File: src/rtl/mem_arbiter.sv
// Purpose : shares one single-port byte-enable RAM between instruction fetch and data load/store.
// Latency : grant and RAM drive are combinational; read data returns RD_LAT cycles after acceptance.
// Backpressure: an ungranted requester holds req/addr/data until gnt; data wins conflicts except on fetch starvation.
//
// Ports:
//   clk, rst                  clock (rising edge), asynchronous active-low reset
//   if_req/if_addr            fetch read request, byte address
//   if_gnt/if_rvalid/if_rdata fetch accept strobe, read return
//   d_req/d_we/d_addr/d_wdata data request (d_we == 0 means read)
//   d_gnt/d_rvalid/d_rdata    data accept strobe, read return
//   mem_en/mem_we/mem_addr/mem_wdata/mem_rdata  RAM interface (word address)
module mem_arbiter #(
    parameter int ADDR_W     = 10,
    parameter int RD_LAT     = 1,
    parameter int STARVE_MAX = 3
) (
    input  logic              clk,
    input  logic              rst,
    input  logic              if_req,
    input  logic [31:0]       if_addr,
    output logic              if_gnt,
    output logic              if_rvalid,
    output logic [31:0]       if_rdata,
    input  logic              d_req,
    input  logic [3:0]        d_we,
    input  logic [31:0]       d_addr,
    input  logic [31:0]       d_wdata,
    output logic              d_gnt,
    output logic              d_rvalid,
    output logic [31:0]       d_rdata,
    output logic              mem_en,
    output logic [3:0]        mem_we,
    output logic [ADDR_W-1:0] mem_addr,
    output logic [31:0]       mem_wdata,
    input  logic [31:0]       mem_rdata
);

    localparam int SW = (STARVE_MAX > 0) ? $clog2(STARVE_MAX + 1) : 1;
    localparam logic [SW-1:0] STARVE_TOP = SW'(STARVE_MAX);

    typedef enum logic [1:0] {
        TAG_NONE = 2'd0,
        TAG_IF   = 2'd1,
        TAG_D    = 2'd2
    } tag_e;

    logic [SW-1:0] r_starve;
    tag_e          r_tag [RD_LAT];
    logic [31:0]   r_if_hold;
    logic [31:0]   r_d_hold;

    logic          w_starved;
    logic          w_d_sel;
    logic          w_if_sel;
    tag_e          w_tag_push;
    tag_e          w_tag_out;
    logic          w_unused;

    // Fetch only overrides data once it has lost STARVE_MAX conflicts in a row.
    assign w_starved = (STARVE_MAX != 0) && (r_starve == STARVE_TOP);
    assign w_d_sel   = d_req && !(if_req && w_starved);
    assign w_if_sel  = if_req && !w_d_sel;

    // Gating with rst makes grants and the RAM drive drop the instant reset asserts.
    assign d_gnt     = rst && w_d_sel;
    assign if_gnt    = rst && w_if_sel;
    assign mem_en    = d_gnt || if_gnt;
    assign mem_we    = d_gnt ? d_we : 4'b0000;
    assign mem_addr  = d_gnt  ? d_addr[ADDR_W+1:2] :
                       if_gnt ? if_addr[ADDR_W+1:2] : '0;
    assign mem_wdata = rst ? d_wdata : 32'd0;

    // Byte offset and bits above the RAM window are deliberately dropped (address aliasing).
    assign w_unused  = ^{if_addr[31:ADDR_W+2], if_addr[1:0], d_addr[31:ADDR_W+2], d_addr[1:0]};

    always_comb begin
        w_tag_push = TAG_NONE;
        if (if_gnt) begin
            w_tag_push = TAG_IF;
        end else if (d_gnt && (d_we == 4'b0000)) begin
            w_tag_push = TAG_D;
        end
    end

    // Owner tags travel alongside the RAM read pipeline so each return finds its requester.
    always_ff @(posedge clk or negedge rst) begin
        if (!rst) begin
            for (int i = 0; i < RD_LAT; i++) begin
                r_tag[i] <= TAG_NONE;
            end
        end else begin
            r_tag[0] <= w_tag_push;
            for (int i = 1; i < RD_LAT; i++) begin
                r_tag[i] <= r_tag[i-1];
            end
        end
    end

    assign w_tag_out = r_tag[RD_LAT-1];

    always_ff @(posedge clk or negedge rst) begin
        if (!rst) begin
            r_starve <= '0;
        end else if (if_gnt) begin
            r_starve <= '0;
        end else if (if_req && d_gnt && (r_starve != STARVE_TOP)) begin
            r_starve <= r_starve + 1'b1;
        end
    end

    // Each side keeps its last returned word while the RAM serves the other side.
    always_ff @(posedge clk or negedge rst) begin
        if (!rst) begin
            r_if_hold <= 32'd0;
            r_d_hold  <= 32'd0;
        end else begin
            if (w_tag_out == TAG_IF) begin
                r_if_hold <= mem_rdata;
            end
            if (w_tag_out == TAG_D) begin
                r_d_hold <= mem_rdata;
            end
        end
    end

    assign if_rvalid = (w_tag_out == TAG_IF);
    assign d_rvalid  = (w_tag_out == TAG_D);
    assign if_rdata  = if_rvalid ? mem_rdata : r_if_hold;
    assign d_rdata   = d_rvalid  ? mem_rdata : r_d_hold;

endmodule

File: config.mk
export PLATFORM = sky130hd
export DESIGN_NAME = mem_arbiter
export DESIGN_NICKNAME = d
export VERILOG_FILES = /design/src/rtl/mem_arbiter.sv
export SDC_FILE = /design/constraint.sdc
export NUM_CORES = 1
export LEC_CHECK = 0
export BUFFER_PORTS_ARGS = -buffer_cell sky130_fd_sc_hd__buf_2
export CAP_MARGIN = 40
export CELL_PAD_IN_SITES_DETAIL_PLACEMENT = 1
export CELL_PAD_IN_SITES_GLOBAL_PLACEMENT = 1
export CORE_UTILIZATION = 31
export DETAILED_ROUTE_END_ITERATION = 10
export PLACE_DENSITY_LB_ADDON = 0.08
export SLEW_MARGIN = 10
export SYNTH_ARGS = -nofsm -noshare
export SYNTH_HDL_FRONTEND = slang
export SYNTH_SLANG_ARGS = --single-unit
File: constraint.sdc
create_clock -name clk -period 2.55 [get_ports clk]
set_clock_uncertainty 0.05 [all_clocks]
set_input_delay 0.1275 -clock clk [delete_from_list [all_inputs] [get_ports clk]]
set_output_delay 0.1275 -clock clk [all_outputs]
set_load 0.05 [all_outputs]
## Yosys cells after proc, flatten, opt, wreduce, memory -nomap -nowiden

Index checks and enable logic that the tools add are counted.

- Add/sub/neg operators: 1
- Multipliers: 0
- Divide/modulo/power cells: 0
- Magnitude comparators: 0
- Equality and inequality tests: 4
- Shifts and indexed selects: 0
- Muxes and demuxes: 10
- Bitwise gates (word level): 0
- Reductions and logical operators: 13

Operator list:

| cell | number |
|---|---|
| $mux 32 | 3 |
| $mux 10 | 2 |
| $logic_and 1x1->1 | 8 |
| $mux 2 | 4 |
| $eq 2x2->1 const B | 2 |
| $logic_not 4->1 | 1 |
| $mux 4 | 1 |
| $add 2x1->2 const B | 1 |
| $eq 2x1->1 const B | 1 |
| $logic_not 1->1 | 2 |
| $ne 2x2->1 const B | 1 |
| $reduce_bool 2->1 | 1 |
| $logic_or 1x1->1 | 1 |

- Register bits after elaboration: 68
- Latch bits: 0
- Memory bits (writable): 0
- Memory bits (read-only): 0
- Input bits: 136
- Output and inout port bits: 115
- Logic and storage cells: 32
- Memories: 0

## Logic depth before layout (Yosys ltp)

Gate-level depths: netlist of run 1.

- Depth after elaboration: 9
- Gate-level depth with buffers: 5
- Mapped depth without buffers: 4

## Least setup slack after synthesis of run 1

Ideal clock, no wire load.

- Path kind: reg2out
- Start point: register r_starve[0]
- End point: output port mem_addr[5]
- Data arrival time: 1.536 ns
- Data required time: 2.372 ns
- Path slack: 0.836 ns
- Stages on the path, launching flop included: 5
- Buffers on the path: 1
- Cells stage by stage: dfrtp_1 -> ha_1 -> a21oi_4 -> buf_4 -> a22o_1

- Elaborated cells between the ends (all ways): 10
- Classes of those cells: eq/ne (1); mux (2); reduce/logical (7)

RTL lines:

| what | RTL line | text |
|---|---|---|
| start, declared | 47 | `logic [SW-1:0] r_starve;` |
| start signal, assigned | 107 | `r_starve <= r_starve + 1'b1;` |
| $eq 2x2->1 | 60 | `assign w_starved = (STARVE_MAX != 0) && (r_starve == STARVE_TOP);` |
| $logic_and 1x1->1 | 61 | `assign w_d_sel = d_req && !(if_req && w_starved);` |
| $logic_not 1->1 | 61 |  |
| $logic_and 1x1->1 | 61 |  |
| $logic_and 1x1->1 | 65 | `assign d_gnt = rst && w_d_sel;` |
| named net d_gnt | 28 | `output logic d_gnt,` |
| $mux 10 | 69 | `assign mem_addr = d_gnt ? d_addr[ADDR_W+1:2] :` |
| end, declared | 33 | `output logic [ADDR_W-1:0] mem_addr,` |

The timed path passes the listed nets, and every way through them passes these cells.

## Worst setup path after layout of run 1

- Start point: register r_starve[0]
- End point: output port mem_addr[4]

- Longest elaborated chain between the ends: 9
- Elaborated cells between the ends (all ways): 10
- Classes of those cells: eq/ne (1); mux (2); reduce/logical (7)

Ends and longest elaborated chain:

| what | RTL line | text |
|---|---|---|
| $eq 2x2->1 * | 60 |  |
| $logic_and 1x1->1 * | 61 |  |
| $logic_not 1->1 * | 61 |  |
| $logic_and 1x1->1 * | 61 |  |
| $logic_not 1->1 | 62 | `assign w_if_sel = if_req && !w_d_sel;` |
| $logic_and 1x1->1 | 62 |  |
| $logic_and 1x1->1 | 66 | `assign if_gnt = rst && w_if_sel;` |
| $mux 10 | 70 | `if_gnt ? if_addr[ADDR_W+1:2] : '0;` |
| $mux 10 * | 69 |  |

Every way passes the cells marked *; elsewhere a longest branch is shown, timed or not.

==> results.yml, run 1 <==
run_status:
  outcome: "completed"
clock_network:
  clock_sinks: 68
  tritoncts.num_buffers: 9
  cts_buffer_depth: 2
  tritoncts: "built"
  cts.repair_timing.setup_buffer_count: 0
  cts.root.buffer_cell: "clkbuf_8"
  clk_latency_ns: 0.33
  cts_repair_resize_count: 0
  cts_htree_levels: 3
  clk_transition_reported_paths_ns: 0.08
global_routing:
  grt_use_total_pct: 17.49
  grt_max_degree: 52
  overflow_left_after_global_routing: 0
  grt_antenna_before_repair: 0
  vias_in_the_first_global_route: 2810
  global_route_wire_length_before_repair_um: 13920
worst_setup_path:
  crit_path_dat_ns: 2.14
  setup.worst_path.class: "reg -> out"
  worst_ep_required_time_ns: 2.37
  cp-end-kind: "primary output"
  sort_of_element_at_the_start_of_the_critical_path: "register"
  crit_fanout: 12
drt:
  num_vias: 2560
  drt.antenna.violating_nets: 0
  drtIter0Drc: 48
  wirelength_um: 9116
  detail_route.wl_per_cell_um: 15.56
  firstDrtPassIters: 4
  route.detailed.vias_per_inst: 4.369
  post-route-drc-count: 0
die:
  core-area_um2: 9864
  die_height_um: 103.3
  horizontal_die_dimension_um: 103.3
  die-area_um2: 10670
  initial_core_util_pct: 32.26
  rows: 36
  num_io_pins: 251
placement:
  detailed_place_hpwl_um: 6823
  gp_congestion: 0.7757
  place.port_buffers: 206
sta:
  maxClockFrequency_ghz: 0.4323
  final.setup.tns_ns: 0
  drv_slew: 0
  maxSlewHeadroom_pct: 51.70
  holdWs_ns: 0.01371
  layout_worst_path_cycle_share_pct: 90.71
  finalCriticalPeriod_ns: 2.313
  timing_worst_slew_pin_value_ns: 0.7219
  timing_hold_violations_final: 0
  setup_repair_after_global_routing_missed_its_margin: "no"
  timing.final.setup_violations: 0
synth:
  synth.top_cell.area_share_pct: 53.48
  syn-mean-instance-area_um2: 15.15
  netlist.top_cell.by_area: "dfrtp_1"
  mappedNetlistNets: 347
  synth-compound-area-share_pct: 3.814
  muxShareOfSynthArea_pct: 29.49
  synth_xor_area_share_pct: 0
  ys_ff_latch: 68
  area_of_the_mapped_netlist_um2: 3182
  synth_cells: 210
  synth_simple_gate_area_share_pct: 8.808
  yosysWarnings: 0
  combinational_family_with_the_most_area_after_synthesis: "multiplexers"
  synth-adder-area-share_pct: 0.3932
  synth_sequential_area_ratio_pct: 53.48
  post_synth_main_area_contributors: "dfrtp_1 53%, mux2_4 27%, and2_1 7.3%"
  synth.lib_cells_used.distinct: 19
cells_and_area:
  antennaDiodeCount: 0
  mostFrequentLayoutCell: "buf_2"
  flow.area_growth_from_synthesis_pct: 52.22
  layout_common_cells: "205 x buf_2, 68 x dfrtp_1, 58 x mux2_4, 37 x and2_1, 29 x dlygate4sd3_1"
  layout_cell_share_with_drive_strength_beyond_1_pct: 65.12
  nets: 585
run:
  maxCapViolations: 0
hold_path:
  timing.hold.worst.class: "in -> reg"
power:
  p_clk_share_pct: 22.6
  power.switching_mw: 1.708
  combinational_power_share_pct: 44.0
  power.density_cell_area_nw_per_um2: 836.1
  vdd.ir_drop.worst_v: 0.0003570
  leakagePower_nw: 2.661
  register_share_of_total_power_pct: 33.4
  power.share.switching_pct: 42.17
  intPower_mw: 2.342
[power by group through the flow]
stage          Sequential, mW  Combinational [mW]  Clock [mW]
3_5_place_dp             1.37                1.76           0
4_1_cts                  1.35                1.80       0.955
5_1_grt                  1.37                1.88       0.998
2_1_floorplan            1.35                1.39           0
3_3_place_gp             1.36                1.74           0
6_report                 1.35                1.78       0.917
[cell usage after synthesis]
master and number:
a21oi_4 1, a22o_1 10, and2_1 37, buf_4 4, buf_6 7, clkbuf_1 3
dfrtp_1 68, ha_1 1, inv_1 2, mux2_2 6, mux2_4 58, nand2_1 4
nand2b_1 1, nand3_1 1, nor2_1 1, nor2b_1 2, nor4_1 1, o21a_1 1
o21ai_0 2
[critical path, stage by stage (launching register included)]
cell and delay [ns]:
dfrtp_1 0.37, ha_1 0.24, nor2b_1 0.08, nor2_1 0.57, a22o_1 0.28, buf_2 0.27
[final timing paths]
check | startpoint | to | slack, ns | cells past startpoint
setup / recovery | r_starve[0] | mem_addr[4] | 0.24 | 5
min in group asynchronous | rst | r_starve[1] | 0.13 | 2
setup reg to reg | r_tag[0] | r_d_hold[18] | 0.93 | 3
max in group asynchronous | rst | r_d_hold[5] | 1.58 | 3
hold reg to reg | r_d_hold[16] | r_d_hold[16] | 0.44 | 1
hold / removal | mem_rdata[28] | r_if_hold[28] | 0.01 | 2
[cells by family after synthesis]
| kind of cell | count (synthesis) |
|---|---|
| AOI/OAI and AO/OA | 14 |
| muxes | 64 |
| adders and majority gates | 1 |
| and+or+nand+nor | 47 |
| DFF | 68 |
| buffers and inverters | 16 |
[through the flow]
stage               worst slack, ns  power (mW)  cell area (um^2)  instances  util [%]
floorplan                    0.8361       2.737              3182        210         -
global placement             0.5699       3.106              4342        541     44.01
detailed placement           0.5439       3.130              4342        541     44.01
CTS                          0.1529       4.106              4843        586     49.10
global route                0.05267       4.251              4843        586     49.10
finish                       0.2368       4.050              4843        586     49.10
[flip-flops by register name (all words and copies together) (netlist names)]
register and cells:
r_if_hold 32, r_starve 2, r_tag 2, r_d_hold 32
[routing by layer]
metal | up-vias | GRT usage, % | routed length [um]
met4 | 0 | 5.309 | 72
li1 | 1195 | - | -
met2 | 123 | 30.87 | 4625
met5 | - | 0 | 0
met3 | 7 | 5.645 | 702
met1 | 1235 | 20.23 | 3716
[final cells by class]
type                       count  area [um^2]
sequential                    68         1702
multi-input combinational    126         1363
clock inverter                 5        60.06
fill                        1095         5021
clock buffer                  11        151.4
inverter                       2        7.507
timing repair buffer         241         1394
tap                          133        166.4
[repair_timing]
action / CTS / global route
setup endpoints to repair: 0 / 0
hold endpoints to repair: 118 / 0
hold buffers: 29 / 0
Note: power is estimated with default switching activity, not from simulation.
==> inputs of run 2 (changes only) <==
--- a/config.mk
+++ b/config.mk
@@ -9,6 +9,7 @@
 export CAP_MARGIN = 40
 export CELL_PAD_IN_SITES_DETAIL_PLACEMENT = 1
 export CELL_PAD_IN_SITES_GLOBAL_PLACEMENT = 1
+export CORE_ASPECT_RATIO = 0.5
 export CORE_UTILIZATION = 31
 export DETAILED_ROUTE_END_ITERATION = 10
 export PLACE_DENSITY_LB_ADDON = 0.08
==> constraint.sdc (replaced) <==
create_clock -name clk -period 2.55 [get_ports clk]
set_clock_uncertainty 0.05 [all_clocks]
set_input_delay 0.51 -clock clk [delete_from_list [all_inputs] [get_ports clk]]
set_output_delay 0.51 -clock clk [all_outputs]
set_load 0.05 [all_outputs]
==> results.yml, run 2 (synthesized netlist as in run 1, its figures left out) <==
drt:
  drtIter0Drc: 58
  route.detailed.vias_per_inst: 4.361
  num_vias: 2442
  detail_route.wl_per_cell_um: 15.96
  drt.antenna.violating_nets: 0
  firstDrtPassIters: 4
  post-route-drc-count: 0
  wirelength_um: 8940
cells_and_area:
  layout_cell_share_with_drive_strength_beyond_1_pct: 69.65
  biggestRegsByFlops: "r_d_hold x32, r_if_hold x32"
  antennaDiodeCount: 0
  fin_cells: 560
  nets: 557
  mostFrequentLayoutCell: "buf_2"
  layout_common_cells: "204 x buf_2, 68 x dfrtp_1, 58 x mux2_4, 37 x and2_1, 10 x a22o_1"
  flow.area_growth_from_synthesis_pct: 45.89
worst_setup_path:
  reg2reg_depth: 3
  cp-end-kind: "primary output"
  source_of_the_critical_timing_path: "r_starve[0]"
  worst_ep_required_time_ns: 1.99
  reg2reg_slack_ns: 1.14
  crit_path_dat_ns: 1.89
  reg2reg_from: "r_tag[0]"
  critical-path-slowest-cell: "dfrtp_1"
  reg2reg_to: "r_d_hold[8]"
  slowest_delay_ns: 0.40
  setup.worst_path.class: "reg -> out"
  timing.critical_path.cells: "ha_1 > nor2b_1 > nor2_1 > buf_4 > a22o_1 > clkbuf_4"
  crit_fanout: 11
  sort_of_element_at_the_start_of_the_critical_path: "register"
power:
  leakagePower_nw: 2.574
  vdd.ir_drop.worst_v: 0.0003109
  power.density_cell_area_nw_per_um2: 942.4
  fin_total_pwr_mw: 4.375
sta:
  timing.final.setup_violations: 0
  maxClockFrequency_ghz: 0.4083
  finalCriticalPeriod_ns: 2.449
  final.setup.tns_ns: 0
  layout_worst_path_cycle_share_pct: 96.05
  timing_worst_slew_pin_value_ns: 0.7561
  setup_repair_after_global_routing_missed_its_margin: "no"
  holdWs_ns: 0.2783
  maxSlewHeadroom_pct: 49.59
  drv_slew: 0
  timing_hold_violations_final: 0
clock_network:
  cts.root.buffer_cell: "clkbuf_16"
  clock_sinks: 68
  cts_buffer_depth: 2
  tritoncts: "built"
  clk_latency_ns: 0.32
  cts_htree_levels: 3
  tritoncts.num_buffers: 9
  cts_repair_resize_count: 0
  cts.repair_timing.setup_buffer_count: 0
  clk_transition_reported_paths_ns: 0.05
  post_cts_hold_buffer_count: 0
global_routing:
  overflow_left_after_global_routing: 0
  globalRouteMet3Util_pct: 7.205
  global_route_wire_length_before_repair_um: 14080
  grt_antenna_before_repair: 0
  met2_usage_pct: 30.29
  grt_max_degree: 61
  vias_in_the_first_global_route: 2691
  use_met1_pct: 19.77
  grt_busiest_layer: "met2"
  grt_use_total_pct: 17.30
placement:
  gp_congestion: 0.8353
  place.port_buffers: 206
  detailed_place_hpwl_um: 6819
  placed_cells: 544
run:
  maxCapViolations: 0
die:
  initial_core_util_pct: 32.81
  die_height_um: 73.64
  rows: 25
  core-area_um2: 9697
  num_io_pins: 251
  horizontal_die_dimension_um: 145.3
  die-area_um2: 10700
run_status:
  outcome: "completed"
hold_path:
  timing.hold.worst.class: "in -> async"
==> run 2: cell count changes in the layout (fill, tap and decap cells not counted), moves of 2 or more <==
| cell | previous run | this run |
|---|---|---|
| clkinvlp_4 | 1 | 4 |
| clkbuf_8 | 11 | 2 |
| buf_12 | 2 | 0 |
| clkbuf_16 | 0 | 9 |
| clkinv_4 | 2 | 0 |
| dlygate4sd3_1 | 29 | 0 |
| buf_4 | 5 | 8 |
==> run 2: report_power, final <==
group | total [mW] | leakage, nW | switching (mW) | internal (mW)
Combinational | 1.74 | 1.59 | 1.22 | 0.518
Sequential | 1.36 | 0.840 | 0.0680 | 1.29
Clock | 1.28 | 0.140 | 0.467 | 0.809
==> run 2: through the flow <==
stage               worst slack (ns)  cell area (um^2)  util, %
finish                        0.1006              4642    47.87
global placement              0.3374              4327    44.62
CTS                           0.1023              4639    47.85
global route                 0.01236              4642    47.87
floorplan                     0.3925              3182        -
detailed placement            0.2592              4327    44.62
==> run 2: cell type report <==
type | instances | area [um^2]
clock buffer | 11 | 252.7
clock inverter | 5 | 60.06
fill | 1081 | 5055
inverter | 2 | 7.507
multi-input combinational | 126 | 1363
sequential | 68 | 1702
tap | 135 | 168.9
timing repair buffer | 213 | 1089
==> run 2: worst max-delay path: cells and delay by family (launching register included) <==
family,cells,cell delay [ns]
fa+ha+maj,1,0.26
flops,1,0.40
simple gates,2,0.27
compound gates,1,0.25
buf+inv,2,0.39
==> run 2: worst max-delay path by stage <==
stage	endpoint	depth (start not counted)
3_3_place_gp	mem_addr[9]	6
4_1_cts	mem_addr[2]	6
2_1_floorplan	mem_addr[5]	5
5_1_grt	mem_addr[4]	6
6_report	mem_addr[7]	6
3_5_place_dp	mem_addr[2]	6
==> run 2: per-layer routing <==
metal | routed length (um) | part of all wire (%)
met2 | 4561 | 51
met3 | 719 | 8.0
met1 | 3565 | 40
met4 | 94 | 1.1
met5 | 0 | 0
